[src/rtl/alu_issue_ctrl.sv]
// rtl/alu_issue_ctrl.sv - ALU issue controller: decode, operand drive, settle wait, response capture.
// Optional sticky status accumulator enabled by ALU_ISSUE_STICKY_EN.
module alu_issue_ctrl #(
  parameter int DATA_W   = 32,
  parameter int MUL_WAIT = 2
) (
  input  logic              i_clk,
  input  logic              i_rst_n,
  input  logic              i_req_valid,
  output logic              o_req_ready,
  input  logic [1:0]        i_req_aluop,
  input  logic [5:0]        i_req_funct,
  input  logic [DATA_W-1:0] i_req_op1,
  input  logic [DATA_W-1:0] i_req_op2,
  output logic [3:0]        o_alu_control,
  output logic [DATA_W-1:0] o_alu_operand_1,
  output logic [DATA_W-1:0] o_alu_operand_2,
  input  logic [DATA_W-1:0] i_alu_result,
  input  logic [7:0]        i_alu_status,
  output logic              o_rsp_valid,
  input  logic              i_rsp_ready,
  output logic [DATA_W-1:0] o_rsp_result,
  output logic [7:0]        o_rsp_status,
  output logic              o_rsp_error,
  output logic [7:0]        o_sticky_status,
  input  logic              i_sticky_clr
);

  localparam logic [1:0] S_IDLE = 2'd0;
  localparam logic [1:0] S_EXEC = 2'd1;
  localparam logic [1:0] S_RESP = 2'd2;

  logic [1:0]        r_state;
  logic [3:0]        r_wait;
  logic [3:0]        r_alu_control;
  logic [DATA_W-1:0] r_op1;
  logic [DATA_W-1:0] r_op2;
  logic [DATA_W-1:0] r_rsp_result;
  logic [7:0]        r_rsp_status;
  logic              r_rsp_error;

  logic [3:0] w_code;
  logic       w_legal;
  logic       w_is_mul;
  logic       w_capture;

  always_comb begin
    w_code   = 4'd0;
    w_legal  = 1'b1;
    w_is_mul = 1'b0;
    case (i_req_aluop)
      2'b00: w_code = 4'd2;
      2'b01: w_code = 4'd4;
      2'b10: begin
        case (i_req_funct)
          6'b100000: w_code = 4'd2;
          6'b100010: w_code = 4'd6;
          6'b100100: w_code = 4'd0;
          6'b100101: w_code = 4'd1;
          6'b101010: w_code = 4'd7;
          6'b011000: begin
            w_code   = 4'd3;
            w_is_mul = 1'b1;
          end
          default:   w_legal = 1'b0;
        endcase
      end
      default: w_legal = 1'b0;
    endcase
  end

  // Ready is gated by reset so decode never sees an accept while rst_n is low.
  assign o_req_ready = i_rst_n && (r_state == S_IDLE);
  assign w_capture   = (r_state == S_EXEC) && (r_wait == 4'd0);

  always_ff @(posedge i_clk or negedge i_rst_n) begin
    if (!i_rst_n) begin
      r_state       <= S_IDLE;
      r_wait        <= 4'd0;
      r_alu_control <= 4'd0;
      r_op1         <= '0;
      r_op2         <= '0;
      r_rsp_result  <= '0;
      r_rsp_status  <= 8'd0;
      r_rsp_error   <= 1'b0;
    end else begin
      case (r_state)
        S_IDLE: begin
          if (i_req_valid) begin
            if (w_legal) begin
              r_op1         <= i_req_op1;
              r_op2         <= i_req_op2;
              r_alu_control <= w_code;
              r_wait        <= w_is_mul ? 4'(MUL_WAIT) : 4'd0;
              r_state       <= S_EXEC;
            end else begin
              r_rsp_result <= '0;
              r_rsp_status <= 8'd0;
              r_rsp_error  <= 1'b1;
              r_state      <= S_RESP;
            end
          end
        end
        S_EXEC: begin
          if (r_wait != 4'd0) begin
            r_wait <= r_wait - 4'd1;
          end else begin
            r_rsp_result <= i_alu_result;
            r_rsp_status <= i_alu_status;
            r_rsp_error  <= 1'b0;
            r_state      <= S_RESP;
          end
        end
        S_RESP: begin
          if (i_rsp_ready) r_state <= S_IDLE;
        end
        default: r_state <= S_IDLE;
      endcase
    end
  end

`ifdef ALU_ISSUE_STICKY_EN
  logic [7:0] r_sticky;

  // A clear coinciding with a capture drops old bits but keeps the new ones.
  always_ff @(posedge i_clk or negedge i_rst_n) begin
    if (!i_rst_n) begin
      r_sticky <= 8'd0;
    end else if (w_capture) begin
      r_sticky <= (i_sticky_clr ? 8'd0 : r_sticky) | i_alu_status;
    end else if (i_sticky_clr) begin
      r_sticky <= 8'd0;
    end
  end

  assign o_sticky_status = r_sticky;
`else
  logic w_unused_sticky;
  assign w_unused_sticky = i_sticky_clr ^ w_capture;
  assign o_sticky_status = 8'd0;
`endif

  assign o_alu_control   = r_alu_control;
  assign o_alu_operand_1 = r_op1;
  assign o_alu_operand_2 = r_op2;
  assign o_rsp_valid     = (r_state == S_RESP);
  assign o_rsp_result    = r_rsp_result;
  assign o_rsp_status    = r_rsp_status;
  assign o_rsp_error     = r_rsp_error;

endmodule

[config.mk]
export PLATFORM = sky130hd
export DESIGN_NAME = alu_issue_ctrl
export DESIGN_NICKNAME = d
export VERILOG_FILES = /design/src/rtl/alu_issue_ctrl.sv
export SDC_FILE = /design/constraint.sdc
export NUM_CORES = 1
export LEC_CHECK = 0
export CAP_MARGIN = 25
export CORE_MARGIN = 2
export CORE_UTILIZATION = 36
export DETAILED_ROUTE_END_ITERATION = 8
export PLACE_DENSITY = 0.76
export RECOVER_POWER = 25
export REMOVE_ABC_BUFFERS = 1
export SYNTH_ARGS = -nofsm -noshare
export SYNTH_HDL_FRONTEND = slang
export SYNTH_SLANG_ARGS = --single-unit
[constraint.sdc]
create_clock -name i_clk -period 1.9 [get_ports i_clk]
set_clock_uncertainty 0.2 [all_clocks]
set_input_delay 0.19 -clock i_clk [delete_from_list [all_inputs] [get_ports i_clk]]
set_output_delay 0.19 -clock i_clk [all_outputs]
set_load 0.005 [all_outputs]
==> results.py, run 1 <==
metrics = {
    "run_status": {
        "outcome": "finished clean",
    },
    "finish": {
        "multi_input_area_mm2": 0.00181,
        "finalNonFillerCells": 762,
        "fin_area_mm2": 0.00819,
        "areaGrowthSynthToFinish_pct": 72.2,
        "n_antenna_cell": 0,
        "drive_gt1_frac": 0.273,
        "layout_commonest_cell": "clkdlybuf4s50_1",
        "layout.nets": 696,
        "seq_area_mm2": 0.00285,
        "fill_cells": 959,
        "final_cell_mix": "clkdlybuf4s50_1, dfrtp_1, mux2_4",
    },
    "clock_tree": {
        "cts.sinks": 114,
        "htree_levels": 4,
        "cts-root-buf": "clkbuf_16",
        "insertion_delay_ns": 0.41,
        "cts_made_buffers": 17,
        "cts_tree": "done",
        "clkTransAtPathRegs_ns": 0.05,
        "max-clock-path-buffers": 2,
    },
    "critical_path": {
        "cp.arrival_ns": 1.99,
        "cp-end-kind": "flop",
        "critPathMaxStageDelay_ns": 0.38,
        "cp_max_fo": 5,
        "crit_required_ns": 1.99,
        "worstPathCellList": "inv_2 > ha_1 > nor3b_4 > a211o_1 > a41oi_4 > nand3_1 > and3_1",
        "cp-start-kind": "flop",
        "path_class": "reg2reg",
        "rrSetupSlack_ns": 0.002,
        "cp_slowest_cell": "dfrtp_1",
    },
    "sta": {
        "hold_violations": 0,
        "min_period_ns": 1.90,
        "slew_viol_final": 0,
        "layout_setup_ws_ns": 0.00207,
        "clock.fmax_mhz": 527,
        "whs_ns": 0.0843,
        "finalSetupViolations": 0,
        "rsz0062_at_grt": "yes",
        "relSlewSlack": 0.342,
        "worst_pin_slew_ns": 0.987,
        "period_share": 0.999,
    },
    "logic_synthesis": {
        "syn_inst": 305,
        "synth_top_area_frac": 0.600,
        "yosys-top-cells-area": "dfrtp_1, mux2_4, a22o_1",
        "syn_area_mm2": 0.00475,
        "synth-simple-area-share": 0.0411,
        "synth.avg_cell_area_um2": 15.6,
        "ys_ff_latch": 114,
        "synth.mux.area_fraction": 0.207,
        "synth_edf_count": 0,
        "synth_xor_area_frac": 0,
        "postSynth.asyncResetShare": 1.00,
        "ys.flop_type": "dfrtp_1",
        "synthDistinctLibCells": 39,
        "synth_top_family_by_area": "multiplexers",
        "synth_fa_ha_area_frac": 0.00526,
        "ys_warn_count": 0,
        "synth-compound-area-share": 0.102,
        "synth_top_cell_by_area": "dfrtp_1",
        "seq_area_frac_synth": 0.600,
    },
    "power_and_ir_drop": {
        "vdd_drop_max_mv": 0.721,
        "powerDensity_mw_per_mm2": 1600,
        "total_power_uw": 13100,
        "p_leak_uw": 0.00379,
    },
    "placed_design": {
        "post-place-ws_ns": -0.573,
        "globalplace.congestion": 0.848,
        "dp_cells": 713,
        "placed_area_mm2": 0.00735,
        "io_buffers": 225,
        "detailed_place_hpwl_um": 8860,
    },
    "floorplanning": {
        "ios": 236,
        "dieWidth_um": 119,
        "die_y_um": 119,
        "fp.coreArea_mm2": 0.0128,
        "dieArea_mm2": 0.0141,
        "initial_core_util": 0.372,
        "fp-row-count": 41,
    },
    "detailed_routing": {
        "met3_length_um": 1160,
        "highest_layer": "met4",
        "wl_met1_um": 5420,
        "wirelength_um": 13300,
        "antenna_left": 0,
        "wl_met2_um": 6460,
        "dr.pass1.iters": 5,
        "vias": 3591,
        "drc": 0,
        "viasPerCell": 4.71,
        "drt_iter0_drc": 141,
        "drt-wirelength-per-cell_um": 17.5,
    },
    "global_route": {
        "antenna_found_initial": 0,
        "grt_pass1_vias": 3797,
        "grt_max_degree": 115,
        "grt_overflow": 0,
        "globalRouteTotalUtil": 0.190,
        "grt_pass1_wl_um": 20700,
    },
    "hold_path": {
        "hold_class": "in2reg",
    },
    "job": {
        "max_cap_viol_count": 0,
    },
}
==> power breakdown <==
| group | total [µW] | switching, µW | leakage, µW | internal (µW) |
|---|---|---|---|---|
| clock network | 3210 | 1060 | 0.000300 | 2150 |
| logic | 5560 | 1720 | 0.00207 | 3840 |
| registers | 4290 | 709 | 0.00143 | 3580 |
| total | 13100 | 3490 | 0.00379 | 9580 |
==> timing repair <==
item | CTS | global route
buffers inserted | 10 | 3
hold buffers | 1 | 0
setup endpoints to repair | 114 | 72
resized for setup | 19 | 22
gates cloned | 2 | 2
endpoints found under the hold margin | 114 | 0
pin swaps | 6 | 7
==> per-layer routing <==
metal,up-vias,GRT usage
li1,1648,-
met1,1731,0.227
met2,188,0.301
met3,24,0.0742
met4,0,0.0908
met5,-,0
==> cells in the mapped netlist (2+ instances only) <==
library cell  count
clkbuf_1          5
nor2_1            6
inv_1             3
nand2_1           7
a21o_1            2
mux2_4           64
nor2b_1           3
a22o_1           40
ha_1              2
a31oi_1           2
buf_2             4
nand2b_1          2
nor3_1            3
buf_6             8
dfrtp_1         114
and3_1            4
nand3_1           2
o21ai_0           2
nor3b_1           3
buf_4             9
o31ai_1           2
==> logic make-up after synthesis <==
group / count (synthesis)
AOI/OAI and AO/OA: 57
DFF: 114
other: 1
muxes: 66
buffers and inverters: 30
adders and majority gates: 2
and+or+nand+nor: 35
==> worst paths after layout <==
check                            startpoint                   to  depth (start not counted)
setup reg to reg                  r_wait[1]            r_wait[3]                          7
hold reg to reg            o_alu_control[1]     o_alu_control[1]                          2
max in group asynchronous           i_rst_n     o_rsp_result[28]                          3
setup / recovery                  r_wait[1]            r_wait[3]                          7
min in group asynchronous           i_rst_n  o_alu_operand_1[19]                          3
hold / removal               i_req_funct[1]     o_alu_control[2]                          4
==> critical path, delay by kind of cell, from the launching register on <==
kind                     cells  cell delay, ns
adder cells (fa/ha/maj)      1            0.17
AO/OA/AOI/OAI                2            0.55
AND/OR/NAND/NOR              3            0.43
buffers and inverters        1            0.05
flip-flops                   1            0.38
==> per-stage QoR <==
| step | TNS [ns] | util |
|---|---|---|
| floorplan | -150.23 | - |
| global placement | -51.55 | 0.576 |
| detailed placement | -57.65 | 0.576 |
| CTS | -1.27 | 0.636 |
| global route | -3.01 | 0.641 |
| finish | 0 | 0.641 |
==> state kept, by name, summed over array words and instances, names as in the netlist <==
register and count:
o_alu_control 3, o_rsp_status 8, r_state 2, o_rsp_error 1, r_wait 4, o_alu_operand_2 32, o_alu_operand_1 32, o_rsp_result 32
==> area by class of cell <==
cell class / instances / area share
Clock buffer: 22 / 0.0579
Clock inverter: 10 / 0.0161
Sequential cell: 114 / 0.349
Timing Repair Buffer: 272 / 0.329
Multi-Input combinational cell: 169 / 0.221
Tap cell: 172 / 0.0263
Inverter: 3 / 0.00138
No activity file was read; power rests on OpenSTA's default activity.
==> run 2, diff against run 1 <==
--- a/config.mk
+++ b/config.mk
@@ -9,9 +9,11 @@
 export CORE_MARGIN = 2
 export CORE_UTILIZATION = 36
 export DETAILED_ROUTE_END_ITERATION = 8
+export HOLD_SLACK_MARGIN = 0.02
 export PLACE_DENSITY = 0.76
 export RECOVER_POWER = 25
 export REMOVE_ABC_BUFFERS = 1
+export SLEW_MARGIN = 20
 export SYNTH_ARGS = -nofsm -noshare
 export SYNTH_HDL_FRONTEND = slang
 export SYNTH_SLANG_ARGS = --single-unit
==> results of run 2 <==
Final layout, timing and power as in run 1 (identical DEF).
==> run 3, diff against run 2 <==
--- a/config.mk
+++ b/config.mk
@@ -6,6 +6,7 @@
 export NUM_CORES = 1
 export LEC_CHECK = 0
 export CAP_MARGIN = 25
+export CORE_ASPECT_RATIO = 0.9
 export CORE_MARGIN = 2
 export CORE_UTILIZATION = 36
 export DETAILED_ROUTE_END_ITERATION = 8
==> run 3 against run 2 <==
Compared with the run above:
- the flow now finishes with violations (setup timing)
- cell area is essentially flat
- critical endpoint is now r_wait[1]
- largest power group unchanged
- register-to-register slack lost 0.07 ns
- die area is essentially flat
==> results.py, run 3 (synthesis gave the netlist of run 1 again) <==
metrics = {
    "detailed_routing": {
        "drt-wirelength-per-cell_um": 18.4,
        "drt_iter0_drc": 82,
        "wirelength_um": 13800,
        "antenna_left": 0,
        "viasPerCell": 4.80,
        "dr.pass1.iters": 4,
        "vias": 3607,
        "drc": 0,
    },
    "floorplanning": {
        "die_y_um": 113,
        "initial_core_util": 0.372,
        "dieWidth_um": 125,
        "fp.coreArea_mm2": 0.0128,
        "ios": 236,
        "fp-row-count": 39,
        "dieArea_mm2": 0.0141,
    },
    "hold_path": {
        "hold_path_depth": 3,
        "worstHoldStart": "i_req_aluop[0]",
        "hold_class": "in2reg",
        "holdPathEnd": "o_alu_control[1]",
    },
    "sta": {
        "rsz0062_at_grt": "yes",
        "period_share": 1.04,
        "slew_viol_final": 0,
        "min_period_ns": 1.97,
        "finalSetupViolations": 44,
        "worst_pin_slew_ns": 1.00,
        "layout_setup_ws_ns": -0.0709,
        "hold_violations": 0,
        "relSlewSlack": 0.333,
        "fin_tns_setup_ns": -0.964,
        "clock.fmax_mhz": 507,
    },
    "job": {
        "max_cap_viol_count": 0,
    },
    "critical_path": {
        "cp-start-kind": "flop",
        "cp_max_fo": 7,
        "r2r-end": "r_wait[1]",
        "cp-end-kind": "flop",
        "r2r_cells": 7,
        "cp.arrival_ns": 2.04,
        "rrSetupSlack_ns": -0.07,
        "path_class": "reg2reg",
        "crit_required_ns": 1.97,
        "r2r_start": "r_wait[0]",
    },
    "placed_design": {
        "placed_area_mm2": 0.00731,
        "globalplace.congestion": 0.812,
        "detailed_place_hpwl_um": 9130,
        "io_buffers": 225,
        "dp_cells": 702,
    },
    "finish": {
        "fill_cells": 949,
        "fin_area_mm2": 0.00818,
        "layout_commonest_cell": "clkdlybuf4s50_1",
        "final_cell_mix": "clkdlybuf4s50_1, dfrtp_1, mux2_4",
        "multi_input_area_mm2": 0.00184,
        "layout.nets": 694,
        "drive_gt1_frac": 0.269,
        "seq_area_mm2": 0.00285,
        "finalNonFillerCells": 752,
        "areaGrowthSynthToFinish_pct": 72.2,
        "n_antenna_cell": 0,
    },
    "clock_tree": {
        "htree_levels": 4,
        "cts-root-buf": "clkbuf_16",
        "cts_made_buffers": 17,
        "insertion_delay_ns": 0.40,
        "cts.sinks": 114,
        "cts_tree": "done",
        "max-clock-path-buffers": 2,
        "clkTransAtPathRegs_ns": 0.05,
    },
    "power_and_ir_drop": {
        "powerDensity_mw_per_mm2": 1590,
        "p_leak_uw": 0.00380,
        "vdd_drop_max_mv": 1.05,
    },
    "global_route": {
        "grt_overflow": 0,
        "globalRouteTotalUtil": 0.190,
        "grt_pass1_wl_um": 20800,
        "grt_pass1_vias": 3852,
        "antenna_found_initial": 0,
        "grt_max_degree": 115,
    },
    "run_status": {
        "violations": "setup timing",
        "outcome": "finished, violations left",
    },
}
-- run 3: changes by cell type in the layout (fill, tap and decap cells not counted), sizes merged --
cell and change:
buf -4, clkbuf -3, dlygate4sd2 +3, a31o +1
bufinv -1, clkinv +1, clkinvlp +1
-- run 3: final cells by class --
cell class                 instances  share of cell area
clock buffer                      21              0.0575
clock inverter                    11              0.0135
inverter                           3             0.00138
multi-input combinational        170               0.224
sequential                       114               0.349
tap                              164              0.0251
timing repair buffer             269               0.330
-- run 3: critical path: stages, from the launching register on --
cell	delay [ns]
dfrtp_1	0.36
inv_2	0.06
ha_4	0.15
nor3b_4	0.16
a211o_1	0.33
a41oi_4	0.29
buf_4	0.17
o221ai_1	0.11
-- run 3: per-layer routing --
metal,vias up,GRT usage,wire length [µm]
li1,1641,-,-
met1,1763,0.224,5680
met2,181,0.312,6610
met3,22,0.0832,1200
met4,0,0.0674,311
met5,-,0,0
-- run 3: how the worst max path moves through the flow --
stage	start	end	slack [ns]
after global routing	r_wait[0]	o_rsp_result[15]	-0.15
after CTS	r_wait[0]	o_rsp_result[23]	-0.13
final	r_wait[0]	r_wait[1]	-0.07
after detailed placement	i_req_funct[5]	o_alu_operand_1[26]	-0.59
after global placement	i_req_funct[5]	o_alu_operand_1[17]	-0.51
after floorplan	r_state[0]	o_alu_operand_2[13]	-1.97
-- run 3: report_power, final --
group          switching (µW)  internal (µW)
registers                 733           3590
clock network            1060           2010
logic                    1750           3900
total                    3540           9500
-- run 3: through the flow --
stage	util	setup WS, ns	power [µW]	hold slack, ns
after global routing	0.640	-0.151	13700	0.118
after CTS	0.634	-0.130	13100	0.0921
final	0.640	-0.0709	13000	0.118
after detailed placement	0.572	-0.588	9550	0.175
after floorplan	-	-1.97	6370	-0.306
after global placement	0.572	-0.513	9410	0.166
-- run 3: timing repair --
item / CTS / global route
buffers inserted: 9 / 5
endpoints found under the setup margin: 112 / 78
hold buffers: 1 / 0
gates resized for setup: 30 / 13
cloned: 3 / 4
hold endpoints to repair: 114 / 0
pin swaps: 4 / 9
